--- src/rtl/mem_access_ctrl.sv ---
// Load/store initiator for a fully registered single-port data memory.
// Handles byte/half/word accesses, sub-word read-modify-write and access checking.
module mem_access_ctrl #(
    parameter int DEPTH_LOG2 = 5
) (
    input  logic        clk,
    input  logic        clrn,
    input  logic        req,
    input  logic        wr,
    input  logic [1:0]  size,
    input  logic        uns,
    input  logic [31:0] addr,
    input  logic [31:0] wdata,
    output logic        busy,
    output logic        done,
    output logic        err,
    output logic [31:0] rdata,
    output logic        mem_we,
    output logic [31:0] mem_addr,
    output logic [31:0] mem_datain,
    input  logic [31:0] mem_dataout
);

    typedef enum logic [2:0] {IDLE, RADDR, RWAIT, RDATA, WRITE, DONE} state_t;

    state_t      state;
    logic        wr_q, uns_q;
    logic [1:0]  size_q, lane_q;
    logic [15:0] wdata_q;

    logic        bad;
    logic [7:0]  lb;
    logic [15:0] lh;
    logic [31:0] ld, merged;

    always_comb begin
        bad = (size == 2'b11)
            || (size == 2'b01 && addr[0])
            || (size == 2'b10 && addr[1:0] != 2'b00)
            || (addr[31:DEPTH_LOG2+2] != '0);
    end

    // Lane extraction for loads and lane merge for sub-word stores.
    always_comb begin
        lb = mem_dataout[{lane_q, 3'b000} +: 8];
        lh = mem_dataout[{lane_q[1], 4'b0000} +: 16];
        case (size_q)
            2'b00:   ld = uns_q ? {24'b0, lb} : {{24{lb[7]}}, lb};
            2'b01:   ld = uns_q ? {16'b0, lh} : {{16{lh[15]}}, lh};
            default: ld = mem_dataout;
        endcase
        merged = mem_dataout;
        if (size_q == 2'b00)
            merged[{lane_q, 3'b000} +: 8] = wdata_q[7:0];
        else
            merged[{lane_q[1], 4'b0000} +: 16] = wdata_q;
    end

    always_ff @(posedge clk or negedge clrn) begin
        if (!clrn) begin
            state      <= IDLE;
            busy       <= 1'b0;
            done       <= 1'b0;
            err        <= 1'b0;
            mem_we     <= 1'b0;
            rdata      <= '0;
            mem_addr   <= '0;
            mem_datain <= '0;
            wr_q       <= 1'b0;
            uns_q      <= 1'b0;
            size_q     <= 2'b00;
            lane_q     <= 2'b00;
            wdata_q    <= '0;
        end else begin
            done   <= 1'b0;
            mem_we <= 1'b0;
            case (state)
                IDLE: if (req) begin
                    wr_q     <= wr;
                    uns_q    <= uns;
                    size_q   <= size;
                    lane_q   <= addr[1:0];
                    wdata_q  <= wdata[15:0];
                    mem_addr <= {addr[31:2], 2'b00};
                    busy     <= 1'b1;
                    err      <= bad;
                    if (bad) begin
                        state <= DONE;
                        done  <= 1'b1;
                    end else if (wr && size == 2'b10) begin
                        state      <= WRITE;
                        mem_we     <= 1'b1;
                        mem_datain <= wdata;
                    end else begin
                        state <= RADDR;
                    end
                end
                RADDR: state <= RWAIT;
                RWAIT: state <= RDATA;
                RDATA: begin
                    if (wr_q) begin
                        mem_datain <= merged;
                        mem_we     <= 1'b1;
                        state      <= WRITE;
                    end else begin
                        rdata <= ld;
                        done  <= 1'b1;
                        state <= DONE;
                    end
                end
                WRITE: begin
                    done  <= 1'b1;
                    state <= DONE;
                end
                DONE: begin
                    busy  <= 1'b0;
                    err   <= 1'b0;
                    state <= IDLE;
                end
                default: state <= IDLE;
            endcase
        end
    end

endmodule

--- config.mk ---
export PLATFORM = sky130hd
export DESIGN_NAME = mem_access_ctrl
export DESIGN_NICKNAME = d
export VERILOG_FILES = /design/src/rtl/mem_access_ctrl.sv
export SDC_FILE = /design/constraint.sdc
export NUM_CORES = 1
export LEC_CHECK = 0
export ABC_CLOCK_PERIOD_IN_PS = 6000
export CORE_MARGIN = 1
export CORE_UTILIZATION = 51
export DETAILED_ROUTE_END_ITERATION = 8
export GPL_TIMING_DRIVEN = 0
export PLACE_DENSITY = 0.93
export SYNTH_ARGS = -nofsm -noshare
export SYNTH_HDL_FRONTEND = slang
export SYNTH_SLANG_ARGS = --single-unit
export TNS_END_PERCENT = 10
--- constraint.sdc ---
create_clock -name clk -period 6 [get_ports clk]
set_clock_uncertainty 0.2 [all_clocks]
set_input_delay 1.2 -clock clk [delete_from_list [all_inputs] [get_ports clk]]
set_output_delay 1.2 -clock clk [all_outputs]
set_load 0.005 [all_outputs]
# Yosys cells after proc, flatten, opt, wreduce, memory -nomap -nowiden
# Index checks and enable logic that the tools add are counted.
# word_totals
regBits	123
in_bits	103
# op_classes
n_addsub	2
n_eq_ne	13
shift	6
mux	29
bitwise_logic	1
reduce_logical	16
# ops
cell	n
two-way mux 32 bit	7
case mux 32 bit (2 select lines)	2
bitwise mux 32 bit	2
variable shift 16 x 7 -> 32 bit (first input constant)	1
variable shift 8 x 7 -> 32 bit (first input constant)	1
variable part select 16 x 7 -> 32 bit	1
variable part select 32 x 6 -> 16 bit	1
variable part select 32 x 6 -> 8 bit	1
variable part select 8 x 7 -> 32 bit	1
nonzero test 25 bit	1
case mux 3 bit (5 select lines)	1
negator 5 -> 7 bit	2
two-way mux 1 bit	10
two-way mux 3 bit	3
!= test 2 bit (second input constant)	4
equality test 3 x 2 -> 1 bit (second input constant)	2
equality test 3 bit (second input constant)	2
case mux 1 bit (2 select lines)	3
AND reduction 2 bit	3
nonzero test 2 bit	3
AND reduction 5 bit	1
equality test 2 x 1 -> 1 bit (second input constant)	2
equality test 2 bit (second input constant)	2
equality test 3 x 1 -> 1 bit (second input constant)	1
other kinds (6)	10

# Logic depth before layout (Yosys ltp)
# logic_depth
word_depth	8
depth_mapped	8

# Worst setup path before layout
# OpenSTA, ideal clock, no wires.
# synth_path
path_kind	input to register
startpoint	input port addr[7]
endpoint	register mem_datain[23]
setup_ns	0.127
arrival_time_ns	2.499
setup_slack_ns	3.174
stages	6
n_path_buf	1
path_cell_list	nor4_2 > o211ai_1 > nor3_4 > a31oi_4 > buf_6 > mux2_1
# synth_via
elab_chain_cells	4
# synth_lines
item	line_no	rtl
start, declared	12	input logic [31:0] addr,
nonzero test 25 bit	40	|| (addr[31:DEPTH_LOG2+2] != '0);
logical OR 1 bit	40	
!= test 2 bit (no line)	-	
AND reduction 5 bit (no line)	-	
end signal, assigned	93	mem_datain <= wdata;
end signal, assigned	102	mem_datain <= merged;
end, declared	20	output logic [31:0] mem_datain,
# Every way passes these cells.
# A chain may end at the register's enable or synchronous reset.

# Worst setup path after layout
# layout_path
startpoint	input port addr[17]
endpoint	register mem_datain[4]
# The elaborated chain is that of the path after synthesis.

==> run_results.csv <==
group,metric,value,unit
clock_network,cts_resized,0,
clock_network,cts.sink_count,123,
timing,whs,0.291,ns
clock_network,cts_made_buffers,17,
critical_path,cp.required,6.10,ns
logic_synthesis,netlist-cell-type-count,49,
layout,final_cell_mix,"clkdlybuf4s50_1 (199), dfrtp_1 (123), nand2_1 (77)",
die,start_util,52.9,%
logic_synthesis,mappedNetlistArea,6430,um2
power_and_ir_drop,p_per_area,539,nW/um2
logic_synthesis,synth-edff-count,0,
routing,antenna_left,0,
timing,drv_slew,0,
clock_network,cts.clk_slew.worst_paths,0.06,ns
logic_synthesis,synthCells,603,
power_and_ir_drop,max-vdd-ir-drop,0.000308,V
timing,fin_crit_sh,55.9,%
clock_network,tritoncts,"done",
global_routing,grt_antenna_before_repair,0,
die,dieWidth,114,um
critical_path,cp_max_fo,10,
timing,maxSlewHeadroom,32.8,%
die,core,12200,um2
clock_network,hold_buffers,0,
run_status,status,"finished clean",
global_routing,use_met2,63.1,%
critical_path,arrival,3.46,ns
timing,worst_pin_slew,1.00,ns
critical_path,slowest_stage,"clkdlybuf4s50_1",
routing,vias,6188,
clock_network,h-tree-depth,4,
critical_path,crit_path_max_incr_delay,0.50,ns
die,die_area,13100,um2
layout,syn_to_final_growth,43.8,%
placement,dpl_cell_area,8680,um2
routing,drtIter0Drc,612,
clock_network,clk_latency,0.43,ns
layout,fillCellCount,788,
logic_synthesis,synth_area_per_cell,10.7,um2
timing,report.final.setup_viol,0,
die,ioPinCount,203,
timing,fmax,298,MHz
logic_synthesis,synth_warnings,0,
placement,port_buffers,200,
timing,worst_slack,2.64,ns
logic_synthesis,ys_seq_area_share,47.9,%
global_routing,grt_pass1_vias,6480,
global_routing,overflow,0,
layout,drive_above_1_share,14.5,%
layout,stdcell_area,9250,um2
placement,gp_congestion,0.962,
placement,dp_hpwl,17200,um
logic_synthesis,async_flop_share,100,%
critical_path,cp_num_buf_inv,2,
clock_network,root_buffer,"clkbuf_16",
hold_path,hold_path_class,"reg2reg",
global_routing,grt_pass1_wl,36300,um
routing,drtPass1Iterations,5,
critical_path,crit_path_end_kind,"flip-flop",
critical_path,r2r_setup_slack,2.75,ns
die,rows,40,
logic_synthesis,synth_ff_type,"dfrtp_1",
global_routing,use_met1,44.5,%
flow_run,maxCapViolCount,0,
power_and_ir_drop,p_leak,3.82,nW
placement,post-place-ws,2.31,ns
clock_network,postCtsSetupBuffers,0,
layout,nets,932,
global_routing,grt_max_degree,71,
global_routing,grtUsageMet3,9.74,%
clock_network,clk_path_buf_depth,2,
global_routing,track_usage,37.6,%
logic_synthesis,synth-seq-cells,123,
global_routing,top_usage_layer,"met2",
routing,drc,0,
die,fp.dieH,114,um
critical_path,path_class,"in2reg",
critical_path,cp_top_family,"simple AND/OR/NAND/NOR gates",
routing,via_per_inst,6.16,
critical_path,crit_path_cell_trace,"clkdlybuf4s50_1 > nor4_2 > o211ai_1 > nor3_4 > a31oi_4 > buf_6 > mux2_1",
timing,hold_viol_final,0,
timing,period_minus_slack,3.36,ns
timing,rsz0062_at_grt,"no",
layout,mostFrequentLayoutCell,"clkdlybuf4s50_1",
routing,wl_per_cell,23.2,um
critical_path,cp-start-kind,"input pin",
layout,num_antenna_cells,0,
routing,drt-total-wl,23300,um
[metal layers]
| layer | vias to the layer above | share of wire, % |
|---|---|---|
| met3 | 86 | 9.4 |
| met4 | 0 | 4.8 |
| met2 | 403 | 48 |
| li1 | 2694 | - |
| met1 | 3005 | 37 |
| met5 | - | 0 |
[per-stage QoR]
stage	setup TNS, ns	total power (W)	cells	util (%)
after CTS	0	0.00496	1005	76.1
after global placement	-115.65	0.00380	972	71.1
after floorplan	0	0.00270	604	-
final	0	0.00499	1005	76.1
after detailed placement	0	0.00392	973	71.3
after global routing	0	0.00526	1005	76.1
[cell families after synthesis]
kind of cell | synth area share (%)
mux | 16.1
buf+inv | 3.74
compound gates | 18.8
xor+xnor | 0.136
other cells | 0.0583
flops | 47.9
simple gates | 12.3
fa+ha+maj | 0.973
[sequential cells by signal, summed over array words and instances (netlist names)]
register	count
lane_q	2
size_q	2
mem_addr	30
done	1
wdata_q	16
busy	1
rdata	32
uns_q	1
mem_we	1
wr_q	1
mem_datain	32
err	1
state	3
[power breakdown]
group | switching [W] | internal (W) | leakage (nW) | total [W]
Clock | 0.000396 | 0.000611 | 0.285 | 0.00101
Sequential | 0.000363 | 0.00125 | 1.47 | 0.00161
Combinational | 0.00112 | 0.00124 | 2.06 | 0.00237
[path summary, 6_finish.rpt]
| path | startpoint | to | depth (start not counted) |
|---|---|---|---|
| min in group asynchronous | clrn | mem_addr[6] | 1 |
| min reg2reg | mem_datain[24] | mem_datain[24] | 1 |
| max reg2reg | lane_q[1] | mem_datain[23] | 8 |
| max in group asynchronous | clrn | rdata[17] | 2 |
| min | mem_datain[24] | mem_datain[24] | 1 |
| max | addr[17] | mem_datain[4] | 7 |
[cell type report]
class,instances,area [um2],area share [%]
multi-input combinational,428,3120,33.7
inverter,10,37.5,0.406
clock inverter,14,145,1.57
clock buffer,18,429,4.64
timing repair buffer,201,2030,22.0
tap,168,210,2.27
sequential,123,3080,33.3
buffer,43,203,2.19
[Yosys cell counts (2+ instances only)]
master | count | area (um2)
clkinv_1 | 2 | 7.51
dfrtp_1 | 123 | 3080
and2_1 | 17 | 106
buf_6 | 3 | 33.8
inv_1 | 8 | 30.0
nand2b_1 | 3 | 18.8
buf_2 | 9 | 45.0
a221oi_1 | 32 | 280
nor3_1 | 5 | 25.0
nor2_1 | 25 | 93.8
o21ai_0 | 28 | 140
mux2_1 | 26 | 293
buf_4 | 2 | 15.0
mux2_2 | 60 | 676
ha_1 | 5 | 62.6
a222oi_1 | 7 | 70.1
o31ai_1 | 32 | 240
o22ai_1 | 2 | 12.5
nor2b_1 | 16 | 100
a211oi_1 | 32 | 240
nand2_1 | 77 | 289
nor3b_1 | 2 | 15.0
mux2_4 | 3 | 45.0
a21oi_1 | 29 | 145
nor4_1 | 3 | 18.8
clkbuf_1 | 28 | 105
nor4_2 | 2 | 25.0
No activity file was read; power rests on OpenSTA's default activity.
